[src/rtl/eq_pkg.sv]
// Shared definitions for the equalizer pot scanner: slot order, A2D channel map,
// scheduler state encoding and the A2D command word format.
package eq_pkg;

    localparam int POT_W  = 12;
    localparam int N_SLOT = 6;

    typedef enum logic [2:0] {
        SLOT_LP, SLOT_B1, SLOT_B2, SLOT_B3, SLOT_HP, SLOT_VOL
    } slot_e;

    typedef enum logic [2:0] {
        ST_IDLE, ST_CMD_XFER, ST_GAP1, ST_READ_XFER, ST_STORE, ST_GAP2
    } state_e;

    // A2D input channel wired to each slot, indexed by slot_e
    localparam logic [2:0] CH_MAP [N_SLOT] = '{3'd1, 3'd0, 3'd4, 3'd2, 3'd3, 3'd7};

    function automatic logic [15:0] a2d_cmd(input logic [2:0] ch);
        return {2'b00, ch, 11'b0};
    endfunction

endpackage

[src/rtl/spi_mstr16.sv]
// 16-bit full-duplex SPI master: SCLK idles high, MOSI driven on SCLK fall,
// MISO sampled on SCLK rise, MSB first. o_done is high on the last busy cycle.
module spi_mstr16 #(
    parameter int SCLK_DIV = 32
) (
    input  logic        clk,
    input  logic        rst_n,
    input  logic        i_wrt,
    input  logic [15:0] i_cmd,
    input  logic        i_miso,
    output logic        o_ss_n,
    output logic        o_sclk,
    output logic        o_mosi,
    output logic        o_done,
    output logic [15:0] o_rd_data
);

    localparam int HALF = SCLK_DIV / 2;
    localparam int HW   = $clog2(HALF + 1);

    logic          r_busy;
    logic [HW-1:0] r_hcnt;
    logic [5:0]    r_half;
    logic [15:0]   r_tx;
    logic [15:0]   r_rx;
    logic          r_ss_n;
    logic          r_sclk;
    logic          r_mosi;
    logic          w_hend;
    logic [5:0]    w_half_nxt;

    assign w_hend     = (r_hcnt == HW'(HALF - 1));
    assign w_half_nxt = r_half + 6'd1;

    // Half-period 0 is SS_n setup, odd halves 1..31 start with SCLK fall,
    // even halves 2..32 with SCLK rise, 33 is SS_n hold, end of 33 completes.
    always_ff @(posedge clk or negedge rst_n) begin
        if (!rst_n) begin
            r_busy <= 1'b0;
            r_hcnt <= '0;
            r_half <= '0;
            r_tx   <= '0;
            r_rx   <= '0;
            r_ss_n <= 1'b1;
            r_sclk <= 1'b1;
            r_mosi <= 1'b0;
        end else if (!r_busy) begin
            if (i_wrt) begin
                r_busy <= 1'b1;
                r_hcnt <= '0;
                r_half <= '0;
                r_tx   <= i_cmd;
                r_ss_n <= 1'b0;
            end
        end else begin
            r_hcnt <= w_hend ? '0 : r_hcnt + 1'b1;
            if (w_hend) begin
                r_half <= w_half_nxt;
                if (w_half_nxt <= 6'd32) begin
                    if (w_half_nxt[0]) begin
                        r_sclk <= 1'b0;
                        r_mosi <= r_tx[15];
                        r_tx   <= {r_tx[14:0], 1'b0};
                    end else begin
                        r_sclk <= 1'b1;
                        r_rx   <= {r_rx[14:0], i_miso};
                    end
                end else if (w_half_nxt == 6'd33) begin
                    r_ss_n <= 1'b1;
                    r_mosi <= 1'b0;
                end else begin
                    r_busy <= 1'b0;
                end
            end
        end
    end

    assign o_done    = r_busy && w_hend && (r_half == 6'd33);
    assign o_ss_n    = r_ss_n;
    assign o_sclk    = r_sclk;
    assign o_mosi    = r_mosi;
    assign o_rd_data = r_rx;

endmodule

[src/rtl/pot_scan_sched.sv]
// Round-robin scheduler sharing one ADC128S between the six equalizer pots.
// Define POT_HYST_EN to suppress register updates smaller than HYST LSBs.
module pot_scan_sched
    import eq_pkg::*;
#(
    parameter int SCLK_DIV = 32,
    parameter int GAP_CYC  = 8,
    parameter int HYST     = 4
) (
    input  logic        clk,
    input  logic        rst_n,
    output logic        A2D_SS_n,
    output logic        A2D_SCLK,
    output logic        A2D_MOSI,
    input  logic        A2D_MISO,
    output logic [11:0] LP_pot,
    output logic [11:0] B1_pot,
    output logic [11:0] B2_pot,
    output logic [11:0] B3_pot,
    output logic [11:0] HP_pot,
    output logic [11:0] volume,
    output logic [5:0]  pot_vld,
    output logic        pot_upd,
    output logic        scan_done
);

`ifdef POT_HYST_EN
    localparam bit HYST_EN = 1'b1;
`else
    localparam bit HYST_EN = 1'b0;
`endif

    localparam int GW = $clog2(GAP_CYC + 1);

    state_e            r_state;
    state_e            w_nxt_state;
    slot_e             r_slot;
    logic [GW-1:0]     r_gap;
    logic [POT_W-1:0]  r_pot [N_SLOT];
    logic [N_SLOT-1:0] r_vld;
    logic              r_upd;
    logic              r_scan;
    logic              w_wrt;
    logic              w_spi_done;
    logic              w_gap1_end;
    logic              w_gap2_end;
    logic              w_wr;
    logic              w_chg;
    logic [15:0]       w_cmd;
    logic [15:0]       w_rd;
    logic [POT_W-1:0]  w_new;
    logic [POT_W-1:0]  w_old;
    logic              w_unused_rd;

    function automatic logic [POT_W-1:0] abs_diff(input logic [POT_W-1:0] a,
                                                  input logic [POT_W-1:0] b);
        return (a > b) ? a - b : b - a;
    endfunction

    // The STORE cycle counts toward the post-read gap, so a slot is exactly
    // two transactions plus two GAP_CYC gaps.
    assign w_gap1_end  = (r_gap == GW'(GAP_CYC - 1));
    assign w_gap2_end  = (r_gap == GW'(GAP_CYC - 2));
    assign w_new       = w_rd[POT_W-1:0];
    assign w_old       = r_pot[r_slot];
    assign w_unused_rd = ^w_rd[15:POT_W];
    assign w_wr        = !r_vld[r_slot] || !HYST_EN || (abs_diff(w_new, w_old) >= POT_W'(HYST));
    assign w_chg       = w_wr && (w_new != w_old);

    spi_mstr16 #(.SCLK_DIV(SCLK_DIV)) u_spi (
        .clk       (clk),
        .rst_n     (rst_n),
        .i_wrt     (w_wrt),
        .i_cmd     (w_cmd),
        .i_miso    (A2D_MISO),
        .o_ss_n    (A2D_SS_n),
        .o_sclk    (A2D_SCLK),
        .o_mosi    (A2D_MOSI),
        .o_done    (w_spi_done),
        .o_rd_data (w_rd)
    );

    always_ff @(posedge clk or negedge rst_n) begin
        if (!rst_n) begin
            r_state <= ST_IDLE;
            r_gap   <= '0;
        end else begin
            r_state <= w_nxt_state;
            r_gap   <= (r_state != w_nxt_state) ? '0 : r_gap + 1'b1;
        end
    end

    always_comb begin
        w_nxt_state = r_state;
        case (r_state)
            ST_IDLE:      w_nxt_state = ST_CMD_XFER;
            ST_CMD_XFER:  if (w_spi_done) w_nxt_state = ST_GAP1;
            ST_GAP1:      if (w_gap1_end) w_nxt_state = ST_READ_XFER;
            ST_READ_XFER: if (w_spi_done) w_nxt_state = ST_STORE;
            ST_STORE:     w_nxt_state = ST_GAP2;
            ST_GAP2:      if (w_gap2_end) w_nxt_state = ST_CMD_XFER;
            default:      w_nxt_state = ST_IDLE;
        endcase
    end

    always_comb begin
        w_cmd = a2d_cmd(CH_MAP[r_slot]);
        w_wrt = (r_state == ST_IDLE)
             || ((r_state == ST_GAP1) && w_gap1_end)
             || ((r_state == ST_GAP2) && w_gap2_end);
    end

    // Result capture; pulses are registered so they follow the register write
    always_ff @(posedge clk or negedge rst_n) begin
        if (!rst_n) begin
            r_slot <= SLOT_LP;
            r_vld  <= '0;
            r_upd  <= 1'b0;
            r_scan <= 1'b0;
            for (int i = 0; i < N_SLOT; i++) r_pot[i] <= '0;
        end else begin
            r_upd  <= 1'b0;
            r_scan <= 1'b0;
            if (r_state == ST_STORE) begin
                if (w_wr) r_pot[r_slot] <= w_new;
                r_vld[r_slot] <= 1'b1;
                r_upd         <= w_chg;
                r_scan        <= (r_slot == SLOT_VOL);
                r_slot        <= (r_slot == SLOT_VOL) ? SLOT_LP : slot_e'(r_slot + 3'd1);
            end
        end
    end

    assign LP_pot    = r_pot[SLOT_LP];
    assign B1_pot    = r_pot[SLOT_B1];
    assign B2_pot    = r_pot[SLOT_B2];
    assign B3_pot    = r_pot[SLOT_B3];
    assign HP_pot    = r_pot[SLOT_HP];
    assign volume    = r_pot[SLOT_VOL];
    assign pot_vld   = r_vld;
    assign pot_upd   = r_upd;
    assign scan_done = r_scan;

endmodule

[config.mk]
export PLATFORM = sky130hd
export DESIGN_NAME = pot_scan_sched
export DESIGN_NICKNAME = d
export VERILOG_FILES = /design/src/rtl/eq_pkg.sv /design/src/rtl/spi_mstr16.sv /design/src/rtl/pot_scan_sched.sv
export SDC_FILE = /design/constraint.sdc
export NUM_CORES = 1
export LEC_CHECK = 0
export CAP_MARGIN = 20
export CORE_MARGIN = 1
export CORE_UTILIZATION = 51
export DETAILED_ROUTE_END_ITERATION = 8
export PLACE_DENSITY = 0.79
export SYNTH_ARGS = -nofsm -noshare
export SYNTH_HDL_FRONTEND = slang
export SYNTH_HIERARCHICAL = 1
export SYNTH_SLANG_ARGS = --single-unit
export TNS_END_PERCENT = 10
[constraint.sdc]
create_clock -name clk -period 2 [get_ports clk]
set_input_delay 0.6 -clock clk [delete_from_list [all_inputs] [get_ports clk]]
set_output_delay 0.6 -clock clk [all_outputs]
set_load 0.03 [all_outputs]
==> metrics.cfg <==
[place]
place.gp.congestion=0.8812
postPlaceCellArea_um2=7934
dpl.hpwl_um=11310
place.port_buffers=85

[run]
max_cap_viol_count=0

[floorplanning]
core_area_um2=12260
io-pin-count=86
fp-row-count=40
die-width_um=115.1
initial_utilization_pct=53.22
die_h_um=115.1
fp.dieArea_um2=13250

[setup_path]
worst_ep_arrival_time_ps=2340
ff2ff_path_depth=6
critPathRequiredTime_ps=2280
setup.worst_path.class=register to register
worstReg2RegEnd=pot_upd
worst-path-max-fanout=16
launching_point_of_the_worst_reg2reg_path=r_slot[0]
worstSetupStartpointType=register
reg2reg_setup_slack_ps=-50
critical_path.endpoint_type=register

[cts]
path_clk_slew_ps=60
bufs_on_longest_clock_path=2
cts_root_buffer=clkbuf_16
tritoncts.num_buffers=17
clk_latency_ps=420
cts_hold_buffers=0
tritoncts_clock_tree=yes
cts-htree-levels=4
cts_sinks=133

[global_routing]
number_of_antenna_violations_at_the_first_check_in_global_routing=0
grt_max_degree=40
grt_pass1_wl_um=26210
grt-ovfl-total=0
groute.usage.overall_pct=26.38
via_count_of_the_first_global_routing_pass=5080

[sta]
period_share_pct=102.7
final_critical_path_time_including_i_o_delays_and_setup_ps=2054
maximum_frequency_from_static_timing_analysis_mhz=486.9
endpoints_failing_setup=5
crit_path_setup_slack_layout_ps=-53.95
hold_viol_final=0
grt_setup_unrepaired=true
finalClockSkew_ps=7.774
final-max-slew-violation-count=0

[final_layout]
fin_nets=707
num_antenna_cells=0
most-common-layout-cells=dfrtp_1 (128), dlygate4sd2_1 (83), mux2_2 (76)
flow.area_growth_from_synthesis_pct=34.14
layout-drive-gt1-share_pct=34.70
final_core_utilization_pct=71.40
final_common_cell=dfrtp_1
area_of_all_placed_cells_without_fillers_um2=8755

[power]
peakVddDrop_mv=0.4673
leakagePower_nw=4.423
power.density_cell_area_nw_per_um2=657.3

[routing]
post_drt_wl_per_cell_um=19.76
drc=0
post_drt_antenna_nets=0
vias_per_inst=5.781
drt-pass1-iter-count=5
dr.first_iter.drc_count=325
count_of_vias_placed_by_the_detailed_router=5070
wl_um=17330

[outcome]
status=complete, but fails checks
failed_checks=negative setup slack

[hold_path]
hp-class=input port to asynchronous set/reset pin

[synthesis]
netlist_instances=541
mappedNetlistArea_um2=6526
synth-warning-count=6
avgSynthCellArea_um2=12.06

flip-flops by register name, indices dropped and copies added, names as in the netlist, 3 cells and up:
register and cells:
pot_vld 6, r_gap 4, volume 12, B3_pot 12, u_spi/r_hcnt 5, u_spi/r_tx 16, LP_pot 12, u_spi/r_half 6
B1_pot 12, B2_pot 12, u_spi/o_rd_data 12, r_state 3, r_slot 3, HP_pot 12
worst max-delay path by stage:
stage / slack [ps] / endpoint / depth (start not counted) / start
finish: -50 / pot_upd / 6 / r_slot[0]
global route: -150 / pot_upd / 6 / r_slot[0]
global placement: -20 / pot_upd / 6 / r_slot[0]
CTS: -20 / r_gap[3] / 7 / u_spi/r_hcnt[1]
floorplan: -30 / u_spi/r_half[5] / 11 / r_gap[0]
detailed placement: -120 / u_spi/r_tx[11] / 11 / r_gap[0]
through the flow:
stage / TNS [ps] / setup WS (ps) / instances / power, mW / hold WS [ps]
after detailed placement: -2205 / -122.3 / 832 / 2.878 / 452.2
after CTS: -35.65 / -19.77 / 869 / 5.766 / 136.2
after global placement: -26.30 / -24.07 / 832 / 2.873 / 450.1
after floorplan: -33.77 / -28.34 / 553 / 2.795 / 304.4
after global routing: -1926 / -146.3 / 877 / 5.913 / 151.4
final: -111.5 / -53.95 / 877 / 5.754 / 134.0
final cells by class:
type	count	area, um^2
multi-input cells	362	3179
inverters	25	95.09
clock inverters	9	78.83
clock buffers	22	474.2
flip-flops and latches	133	3334
well taps	168	210.2
repair buffers	158	1383
fillers	839	3507
critical path, stage by stage, from the launching register on:
cell      delay, ps
dfrtp_1         400
buf_12          180
mux4_2          540
a21oi_2         170
xnor2_1         100
nor4_1          370
a311oi_1        150
where the power goes:
part / internal (mW) / switching (mW) / total [mW]
Clock: 1.79 / 1.12 / 2.91
Combinational: 0.0393 / 0.0803 / 0.120
Sequential: 2.71 / 0.0177 / 2.73
Total: 4.54 / 1.22 / 5.75
per-layer routing:
| layer | up-vias | share of wire (%) | global-route usage [%] |
|---|---|---|---|
| li1 | 2277 | - | - |
| met1 | 2590 | 40 | 31.41 |
| met2 | 161 | 54 | 46.35 |
| met3 | 42 | 3.8 | 5.324 |
| met4 | 0 | 2.2 | 11.60 |
| met5 | - | 0 | 0 |
timing repair:
item | CTS | global route
gates resized for setup | 97 | 35
buffers inserted | 6 | 8
setup endpoints to repair | 122 | 42
pin swaps | 0 | 16
Note: power is estimated with default switching activity, not from simulation.
